**config.mk**
```make
export PLATFORM = sky130hd
export DESIGN_NAME = nmea_lat_parser
export DESIGN_NICKNAME = d
export VERILOG_FILES = /design/src/rtl/nmea_lat_parser_pkg.sv /design/src/rtl/nmea_lat_parser_hex_decode.sv /design/src/rtl/nmea_lat_parser.sv
export SDC_FILE = /design/constraint.sdc
export NUM_CORES = 1
export LEC_CHECK = 0
export CORE_ASPECT_RATIO = 0.75
export CORE_MARGIN = 5
export CORE_UTILIZATION = 45
export CTS_CLUSTER_DIAMETER = 50
export DETAILED_ROUTE_END_ITERATION = 8
export MAX_ROUTING_LAYER = met4
export PLACE_DENSITY = 0.64
export RECOVER_POWER = 50
export SYNTH_ARGS = -nofsm -noshare
export SYNTH_HDL_FRONTEND = slang
export SYNTH_SLANG_ARGS = --single-unit
```
**constraint.sdc**
```tcl
create_clock -name clk_50MHz -period 3 [get_ports clk_50MHz]
set_clock_uncertainty 0.2 [all_clocks]
set_input_delay 0.9 -clock clk_50MHz [delete_from_list [all_inputs] [get_ports clk_50MHz]]
set_output_delay 0.9 -clock clk_50MHz [all_outputs]
set_load 0.05 [all_outputs]
```
**src/rtl/nmea_lat_parser_pkg.sv**
```systemverilog
// Shared constants for the NMEA sentence parsers: ASCII markers, the GGA
// address match and the FSM state encodings. The longitude and time field
// parsers will reuse the same states.
package nmea_lat_parser_pkg;

    localparam logic [7:0] ASCII_DOLLAR = 8'h24;
    localparam logic [7:0] ASCII_COMMA  = 8'h2C;
    localparam logic [7:0] ASCII_STAR   = 8'h2A;
    localparam logic [7:0] ASCII_CR     = 8'h0D;
    localparam logic [7:0] ASCII_LF     = 8'h0A;
    localparam logic [7:0] ASCII_SPACE  = 8'h20;

    // Sentence formatter that follows the two-byte talker ID.
    localparam logic [23:0] GGA_ID       = {8'h47, 8'h47, 8'h41};
    localparam logic [2:0]  HDR_ADDR_LEN = 3'd5;

    localparam logic [3:0] ST_IDLE      = 4'd0;
    localparam logic [3:0] ST_HDR       = 4'd1;
    localparam logic [3:0] ST_SKIP_TIME = 4'd2;
    localparam logic [3:0] ST_LAT       = 4'd3;
    localparam logic [3:0] ST_HEMI      = 4'd4;
    localparam logic [3:0] ST_REST      = 4'd5;
    localparam logic [3:0] ST_CK_HI     = 4'd6;
    localparam logic [3:0] ST_CK_LO     = 4'd7;
    localparam logic [3:0] ST_COMMIT    = 4'd8;

    // Expected formatter byte for address positions 2..4.
    function automatic logic [7:0] gga_byte(input logic [2:0] idx);
        case (idx)
            3'd2:    return GGA_ID[23:16];
            3'd3:    return GGA_ID[15:8];
            default: return GGA_ID[7:0];
        endcase
    endfunction

    function automatic logic is_eol(input logic [7:0] b);
        return (b == ASCII_CR) || (b == ASCII_LF);
    endfunction

endpackage

```
**src/rtl/nmea_lat_parser_hex_decode.sv**
```systemverilog
// ASCII hex digit (0-9, A-F, a-f) to nibble, with a flag for legal digits.
module nmea_hex_decode (
    input  logic [7:0] i_char,
    output logic [3:0] o_nibble,
    output logic       o_valid
);

    // Pure lookup; an illegal character yields nibble 0 with o_valid low.
    always_comb begin
        o_nibble = 4'h0;
        o_valid  = 1'b0;
        if (i_char >= 8'h30 && i_char <= 8'h39) begin
            o_nibble = i_char[3:0];
            o_valid  = 1'b1;
        end else if ((i_char >= 8'h41 && i_char <= 8'h46) ||
                     (i_char >= 8'h61 && i_char <= 8'h66)) begin
            o_nibble = i_char[3:0] + 4'd9;
            o_valid  = 1'b1;
        end
    end

endmodule

```
**src/rtl/nmea_lat_parser.sv**
```systemverilog
// Streaming $xxGGA parser. Latitude and hemisphere are gathered into a shadow
// buffer and copied to the LCD-facing registers only after the checksum
// verifies, so the display never sees a partial or corrupt fix.
module nmea_lat_parser
    import nmea_lat_parser_pkg::*;
#(
    parameter int DATA_BITS = 8,   // must be 8: all byte compares are 8-bit
    parameter int LAT_CHARS = 10
) (
    input  logic                   clk_50MHz,
    input  logic                   reset,
    input  logic [DATA_BITS-1:0]   rx_data,
    input  logic                   rx_valid,
    output logic [LAT_CHARS*8-1:0] lat_ascii,
    output logic [7:0]             lat_hemi,
    output logic                   lat_valid,
    output logic                   no_fix,
    output logic                   cksum_err,
    output logic                   busy
);

    localparam int             CW      = $clog2(LAT_CHARS + 1);
    localparam logic [CW-1:0]  LAT_MAX = CW'(LAT_CHARS);
    localparam logic [CW-1:0]  LAT_ONE = CW'(1);

    logic [3:0]    r_state;
    logic [2:0]    r_hdr_cnt;
    logic [CW-1:0] r_lat_cnt;
    logic          r_hemi_seen;
    logic [7:0]    r_cksum;
    logic [3:0]    r_ck_hi;
    logic          r_ck_ok;
    logic [7:0]    r_shadow_hemi;
    logic [7:0]    r_lat_hemi;
    logic          r_lat_valid;
    logic          r_no_fix;
    logic          r_cksum_err;

    logic [3:0]    w_nibble;
    logic          w_hex_ok;
    logic          w_restart;
    logic          w_lat_wr;
    logic          w_commit_ok;

    nmea_hex_decode u_hex (
        .i_char   (rx_data),
        .o_nibble (w_nibble),
        .o_valid  (w_hex_ok)
    );

    // '$' restarts from any state, including COMMIT, so no byte is lost.
    assign w_restart   = rx_valid && (rx_data == ASCII_DOLLAR);
    assign w_lat_wr    = rx_valid && (r_state == ST_LAT) && !is_eol(rx_data) &&
                         (rx_data != ASCII_DOLLAR) && (rx_data != ASCII_COMMA) &&
                         (r_lat_cnt != LAT_MAX);
    assign w_commit_ok = (r_state == ST_COMMIT) && r_ck_ok && (r_lat_cnt != '0);

    genvar gi;
    generate
        for (gi = 0; gi < LAT_CHARS; gi++) begin : g_char
            logic [7:0] r_shadow_ch;
            logic [7:0] r_lat_ch;

            // Shadow character: cleared on '$', filled in arrival order.
            always_ff @(posedge clk_50MHz or negedge reset) begin
                if (!reset)
                    r_shadow_ch <= ASCII_SPACE;
                else if (w_restart)
                    r_shadow_ch <= ASCII_SPACE;
                else if (w_lat_wr && (r_lat_cnt == CW'(gi)))
                    r_shadow_ch <= rx_data;
            end

            // Displayed character: only moves on a verified, non-empty fix.
            always_ff @(posedge clk_50MHz or negedge reset) begin
                if (!reset)
                    r_lat_ch <= ASCII_SPACE;
                else if (w_commit_ok)
                    r_lat_ch <= r_shadow_ch;
            end

            assign lat_ascii[(LAT_CHARS-1-gi)*8 +: 8] = r_lat_ch;
        end
    endgenerate

    // Sentence FSM, running checksum, field counters and result pulses.
    always_ff @(posedge clk_50MHz or negedge reset) begin
        if (!reset) begin
            r_state       <= ST_IDLE;
            r_hdr_cnt     <= 3'd0;
            r_lat_cnt     <= '0;
            r_hemi_seen   <= 1'b0;
            r_cksum       <= 8'h00;
            r_ck_hi       <= 4'h0;
            r_ck_ok       <= 1'b0;
            r_shadow_hemi <= ASCII_SPACE;
            r_lat_hemi    <= ASCII_SPACE;
            r_lat_valid   <= 1'b0;
            r_no_fix      <= 1'b0;
            r_cksum_err   <= 1'b0;
        end else begin
            r_lat_valid <= 1'b0;
            r_no_fix    <= 1'b0;
            r_cksum_err <= 1'b0;

            // COMMIT consumes no byte; a byte arriving now is treated as in IDLE.
            if (r_state == ST_COMMIT) begin
                r_state <= ST_IDLE;
                if (!r_ck_ok)
                    r_cksum_err <= 1'b1;
                else if (r_lat_cnt == '0)
                    r_no_fix <= 1'b1;
                else begin
                    r_lat_valid <= 1'b1;
                    r_lat_hemi  <= r_shadow_hemi;
                end
            end

            if (w_restart) begin
                r_state       <= ST_HDR;
                r_hdr_cnt     <= 3'd0;
                r_lat_cnt     <= '0;
                r_hemi_seen   <= 1'b0;
                r_cksum       <= 8'h00;
                r_shadow_hemi <= ASCII_SPACE;
            end else if (rx_valid && (r_state != ST_IDLE) && (r_state != ST_COMMIT)) begin
                if (is_eol(rx_data)) begin
                    r_state <= ST_IDLE;
                end else begin
                    case (r_state)
                        ST_HDR: begin
                            r_cksum <= r_cksum ^ rx_data;
                            if (r_hdr_cnt == HDR_ADDR_LEN) begin
                                r_state <= (rx_data == ASCII_COMMA) ? ST_SKIP_TIME : ST_IDLE;
                            end else begin
                                if ((r_hdr_cnt >= 3'd2) && (rx_data != gga_byte(r_hdr_cnt)))
                                    r_state <= ST_IDLE;
                                r_hdr_cnt <= r_hdr_cnt + 3'd1;
                            end
                        end
                        ST_SKIP_TIME: begin
                            r_cksum <= r_cksum ^ rx_data;
                            if (rx_data == ASCII_COMMA)
                                r_state <= ST_LAT;
                        end
                        ST_LAT: begin
                            r_cksum <= r_cksum ^ rx_data;
                            if (rx_data == ASCII_COMMA)
                                r_state <= ST_HEMI;
                            else if (w_lat_wr)
                                r_lat_cnt <= r_lat_cnt + LAT_ONE;
                        end
                        ST_HEMI: begin
                            r_cksum <= r_cksum ^ rx_data;
                            if (rx_data == ASCII_COMMA) begin
                                r_state <= ST_REST;
                            end else if (!r_hemi_seen) begin
                                r_shadow_hemi <= rx_data;
                                r_hemi_seen   <= 1'b1;
                            end
                        end
                        ST_REST: begin
                            if (rx_data == ASCII_STAR)
                                r_state <= ST_CK_HI;
                            else
                                r_cksum <= r_cksum ^ rx_data;
                        end
                        ST_CK_HI: begin
                            if (w_hex_ok) begin
                                r_ck_hi <= w_nibble;
                                r_state <= ST_CK_LO;
                            end else begin
                                r_state <= ST_IDLE;
                            end
                        end
                        ST_CK_LO: begin
                            if (w_hex_ok) begin
                                r_ck_ok <= ({r_ck_hi, w_nibble} == r_cksum);
                                r_state <= ST_COMMIT;
                            end else begin
                                r_state <= ST_IDLE;
                            end
                        end
                        default: r_state <= ST_IDLE;
                    endcase
                end
            end
        end
    end

    assign lat_hemi  = r_lat_hemi;
    assign lat_valid = r_lat_valid;
    assign no_fix    = r_no_fix;
    assign cksum_err = r_cksum_err;
    assign busy      = (r_state != ST_IDLE);

endmodule

```
==> results of run 1 <==
==> cell usage in the layout (no fill, tap or decap), types with 9 or more instances in the layout <==
| master | instances |
|---|---|
| sky130_fd_sc_hd__nand3_1 | 35 |
| sky130_fd_sc_hd__xor2_1 | 9 |
| sky130_fd_sc_hd__clkbuf_16 | 22 |
| sky130_fd_sc_hd__nor2_1 | 65 |
| sky130_fd_sc_hd__dfstp_2 | 22 |
| sky130_fd_sc_hd__nand2_1 | 348 |
| sky130_fd_sc_hd__mux2i_1 | 27 |
| sky130_fd_sc_hd__buf_4 | 76 |
| sky130_fd_sc_hd__inv_1 | 17 |
| sky130_fd_sc_hd__dfrtp_1 | 182 |
| sky130_fd_sc_hd__mux2_2 | 11 |
| sky130_fd_sc_hd__ha_1 | 10 |
| sky130_fd_sc_hd__clkbuf_1 | 9 |
| sky130_fd_sc_hd__xnor2_1 | 9 |
| sky130_fd_sc_hd__o21ai_0 | 51 |
| sky130_fd_sc_hd__clkdlybuf4s50_1 | 95 |
==> metrics by stage <==
step                      util (%)  instance area (sq um)  instances  worst slack (ns)  hold WS (ns)
after floorplan                  -                   8830        932          0.002609        0.2324
final                        59.19                  11400       1355          -0.01029        0.2542
after detailed placement     55.21                  10640       1313           -0.8353        0.2447
after global routing         59.19                  11400       1355          -0.03091        0.2749
after CTS                    58.94                  11360       1353          0.003603        0.1961
after global placement       55.21                  10640       1313           -0.6859        0.2414
==> per-layer routing <==
metal | global-route usage [%] | vias up | share of wire [%]
met2 | 29.07 | 187 | 42
met4 | 3.260 | 0 | 1.1
met1 | 31.43 | 3292 | 51
met3 | 3.507 | 17 | 5.7
li1 | - | 3336 | -
met5 | - | - | 0
==> cell families (layout without fill, tap and decap cells) <==
| logic type | Yosys count | count (layout) |
|---|---|---|
| xor+xnor | 18 | 18 |
| flops | 204 | 204 |
| buf+inv | 78 | 248 |
| compound gates | 88 | 88 |
| simple gates | 492 | 492 |
| mux | 40 | 40 |
| fa+ha+maj | 12 | 12 |
==> flip-flops by register name, summed over array words and instances, names as in the netlist, 3 cells and up <==
name,flops
g_char.r_lat_ch,80
r_shadow_hemi,8
r_ck_hi,4
lat_hemi,8
g_char.r_shadow_ch,80
r_hdr_cnt,3
r_state,4
r_cksum,8
r_lat_cnt,4
==> final cells by class <==
type | count | area [sq um] | area share [%]
flip-flops and latches | 204 | 5132 | 45.00
multi-input cells | 650 | 3440 | 30.16
repair buffers | 189 | 1749 | 15.34
clock buffers | 32 | 608.1 | 5.332
well taps | 253 | 316.6 | 2.776
inverters | 20 | 80.08 | 0.7021
clock inverters | 7 | 78.83 | 0.6912
==> tightest hold or removal path, delay by kind of cell (launching register included) <==
| kind | cells | cell delay, ns |
|---|---|---|
| flops | 1 | 0.37 |
| simple gates | 2 | 0.09 |
==> how the worst max path moves through the flow <==
stage                     startpoint                        to  slack (ns)  cells after the start
2_1_floorplan             rx_data[1]  g_char[2].r_shadow_ch[5]       0.003                     11
3_3_place_gp              rx_data[1]                r_cksum[3]       -0.69                      9
3_5_place_dp              rx_data[1]                r_cksum[2]       -0.84                      9
4_1_cts        g_char[1].r_lat_ch[5]             lat_ascii[69]       0.004                      1
5_1_grt                   rx_data[0]                   r_ck_ok       -0.03                     10
6_report                  rx_data[6]  g_char[0].r_shadow_ch[5]       -0.01                      9
==> power breakdown <==
| part | leakage (nW) | internal [mW] | switching (mW) |
|---|---|---|---|
| Clock | 0.336 | 1.50 | 1.09 |
| Sequential | 2.75 | 2.79 | 0.0251 |
| Combinational | 2.47 | 0.102 | 0.165 |
==> repair_timing <==
action                                  in CTS  in global routing
resized for setup                            8                 22
pin swaps                                    2                  6
setup buffers                                1                  2
endpoints found under the setup margin      77                 39
==> out/metrics.sh, run 1 <==
FRACTION_OF_SYNTHESIZED_AREA_IN_MULTIPLEXERS_PCT=4.723
XOR_XNOR_PORTION_OF_THE_SYNTHESIZED_CELL_AREA_PCT=1.793
FINAL.FILL_COUNT=1672
SYNTH_TOP_FLOP_CELL='sky130_fd_sc_hd__dfrtp_1'
CPLARGESTDELAYFAMILY='simple AND/OR/NAND/NOR gates'
DIODES=0
SYNTH_TOP_FAMILY_BY_AREA='simple AND/OR/NAND/NOR gates'
WHS_ENDPOINT='lat_hemi[5]'
YOSYS.AREA.TOP_TYPE_SHARE_PCT=51.79
FINALCRITPERIODSHARE_PCT=100.3
CORE_REGION_AREA_SQ_UM=19270
PATH_MAX_FANOUT=10
SYNTHDISTINCTLIBCELLS=57
ROUTE.DETAILED.VIAS_PER_INST=5.042
POST_DRT_WL_PER_CELL_UM=16.11
POST_SYNTH_MOST_FREQUENT_CELLS='sky130_fd_sc_hd__nand2_1, sky130_fd_sc_hd__dfrtp_1, sky130_fd_sc_hd__nor2_1, sky130_fd_sc_hd__o21ai_0, sky130_fd_sc_hd__nand3_1'
FIN_NETS=1110
MAXSLEWHEADROOM_PCT=-10.30
WORST_SKEW_PAIR.LATE_LATENCY_NS=0.50
R2R-END='g_char[5].r_lat_ch[1]'
TIMING.FINAL.MAX_SLEW_VIOLATIONS=63
CTS-HTREE-LEVELS=1
POSTSYNTH.ASYNCRESETSHARE_PCT=100.0
CRITPATHSLOWESTCELL='sky130_fd_sc_hd__clkdlybuf4s50_1'
DR_TOTAL_VIAS=6832
DIEAREA_SQ_UM=22470
TRITONCTS.NUM_BUFFERS=22
RUN_STATUS='complete, but fails checks'
CLOCK_PATH_BUFFERS=3
FIN_CRIT_NS=3.010
WORST_SETUP_HOLD_PATH_CLK_SLEW_NS=0.06
TIMING.HOLD.WORST.START='r_shadow_hemi[5]'
REG2REG_DEPTH=7
WORST_IR_DROP_VDD_V=0.0003126
FMAX_MHz=332.2
RSZ0062_AT_GRT='true'
GRT_MAX_DEGREE=89
SYNTHTOLAYOUTAREAGROWTH_PCT=29.68
DR.FIRST_ITER.DRC_COUNT=682
FLOORPLAN.DIE.WIDTH_UM=171.4
HOLDPATHSTAGES=2
START_UTIL_PCT=45.64
WORST_SETUP_PATH_END_KIND='register'
ANTENNA_VIOLATIONS_BEFORE_REPAIR=0
HOLD_VIOLATIONS=0
SIMPLE_GATE_PORTION_OF_THE_SYNTHESIZED_AREA_PCT=23.45
YOSYS_REGISTER_BITS=204
SYNTH.MOST_COMMON_CELL='sky130_fd_sc_hd__nand2_1'
NETLIST_AREA_SQ_UM=8795
DESIGN.PORTCOUNT=103
SYNTH_ENABLE_FLOP_CELLS=0
WORSTMARGINPINSLEW_NS=1.655
CLOCK_NET_SINK_COUNT=204
GRT_USAGE_PCT=20.44
CRITICAL-PATH-TOP-CELL-BY-COUNT='sky130_fd_sc_hd__buf_4'
TRITONCTS_CLOCK_TREE='built'
CTS_ROOT_BUFFER='sky130_fd_sc_hd__clkbuf_16'
NUMBER_OF_NETS_PRODUCED_BY_SYNTHESIS=955
FINAL_SUM_OF_NEGATIVE_SETUP_SLACK_NS=-0.01029
WORST_PATH_CELL_CHAIN='clkdlybuf4s50_1, buf_4, or3b_4, o31ai_2, and4bb_4, buf_4, nor2b_4, nor2_1, mux2_2'
SETUP-VIOLATIONS-FINAL=1
DRT_PRE_ANTENNA_ITERS=5
DRC=0
DIE_Y_EXTENT_UM=131.1
TIMING.REG2REG.SETUP_SLACK_NS=0.22
SYNTH_SEQUENTIAL_AREA_RATIO_PCT=58.36
R2R-START='r_lat_cnt[0]'
CRITPATHMAXSTAGEDELAY_NS=0.42
DETAIL_ROUTE.WIRELENGTH_UM=21830
TIMING.CRITICAL_PATH.REQUIRED_NS=3.23
NETLIST_TOP_CELLS_AREA='sky130_fd_sc_hd__dfrtp_1, sky130_fd_sc_hd__nand2_1, sky130_fd_sc_hd__dfstp_2'
SETUP.WORST_PATH.START_CLASS='primary input'
DETAILED_PLACE_HPWL_UM=14680
FINAL.SETUP.WORST_SLACK_NS=-0.01029
POWER.TOTAL_mW=5.677
GRT_PASS1_VIAS=6663
FAILED_CHECKS='max-capacitance violations, max-slew violations, negative setup slack'
FRACTION_OF_FINAL_LAYOUT_CELLS_SIZED_BEYOND_DRIVE_STRENGTH_1_PCT=16.97
YOSYS.AREA_SHARE.ADDER_PCT=1.707
WARNINGS_FROM_YOSYS=0
GRT_PASS1_WL_UM=35710
PLACEMENT.IO_BUFFERS=102
GRT.OVERFLOW.TOTAL=0
DRT.ANTENNA.VIOLATING_NETS=0
WORSTPATHARRIVAL_NS=3.24
NUMBER_OF_CORE_ROWS=44
SYNTHESIS.AREA_PER_INSTANCE_SQ_UM=9.436
TOTAL_LEAKAGE_POWER_nW=5.564
TIMING.SETUP.CRITICAL_PATH_CLASS='in2reg'
FINALWEIGHTEDCONGESTION=0.8978
HOLD_BUFFERS=0
SYNTH.LARGEST_AREA_CELL='sky130_fd_sc_hd__dfrtp_1'
SYN-INSTANCE-COUNT=932
SYNTH-COMPOUND-AREA-SHARE_PCT=6.174
CRITICAL_PATH.N_BUFFERS_INVERTERS=3
MAXCAPVIOLCOUNT=1
RATIO_OF_TOTAL_POWER_TO_CELL_AREA_nW_PER_UM2=497.7
HOLDCRITPATHCLASS='reg2reg'
Power figures use the tool's default switching activity.
==> run 2: changes to the inputs <==
--- a/config.mk
+++ b/config.mk
@@ -5,11 +5,14 @@
 export SDC_FILE = /design/constraint.sdc
 export NUM_CORES = 1
 export LEC_CHECK = 0
+export ABC_CLOCK_PERIOD_IN_PS = 3000
+export CAP_MARGIN = 20
 export CORE_ASPECT_RATIO = 0.75
 export CORE_MARGIN = 5
 export CORE_UTILIZATION = 45
 export CTS_CLUSTER_DIAMETER = 50
 export DETAILED_ROUTE_END_ITERATION = 8
+export GPL_TIMING_DRIVEN = 1
 export MAX_ROUTING_LAYER = met4
 export PLACE_DENSITY = 0.64
 export RECOVER_POWER = 50
==> results of run 2 <==
The final DEF is identical to that of run 1; final timing and power are the same.
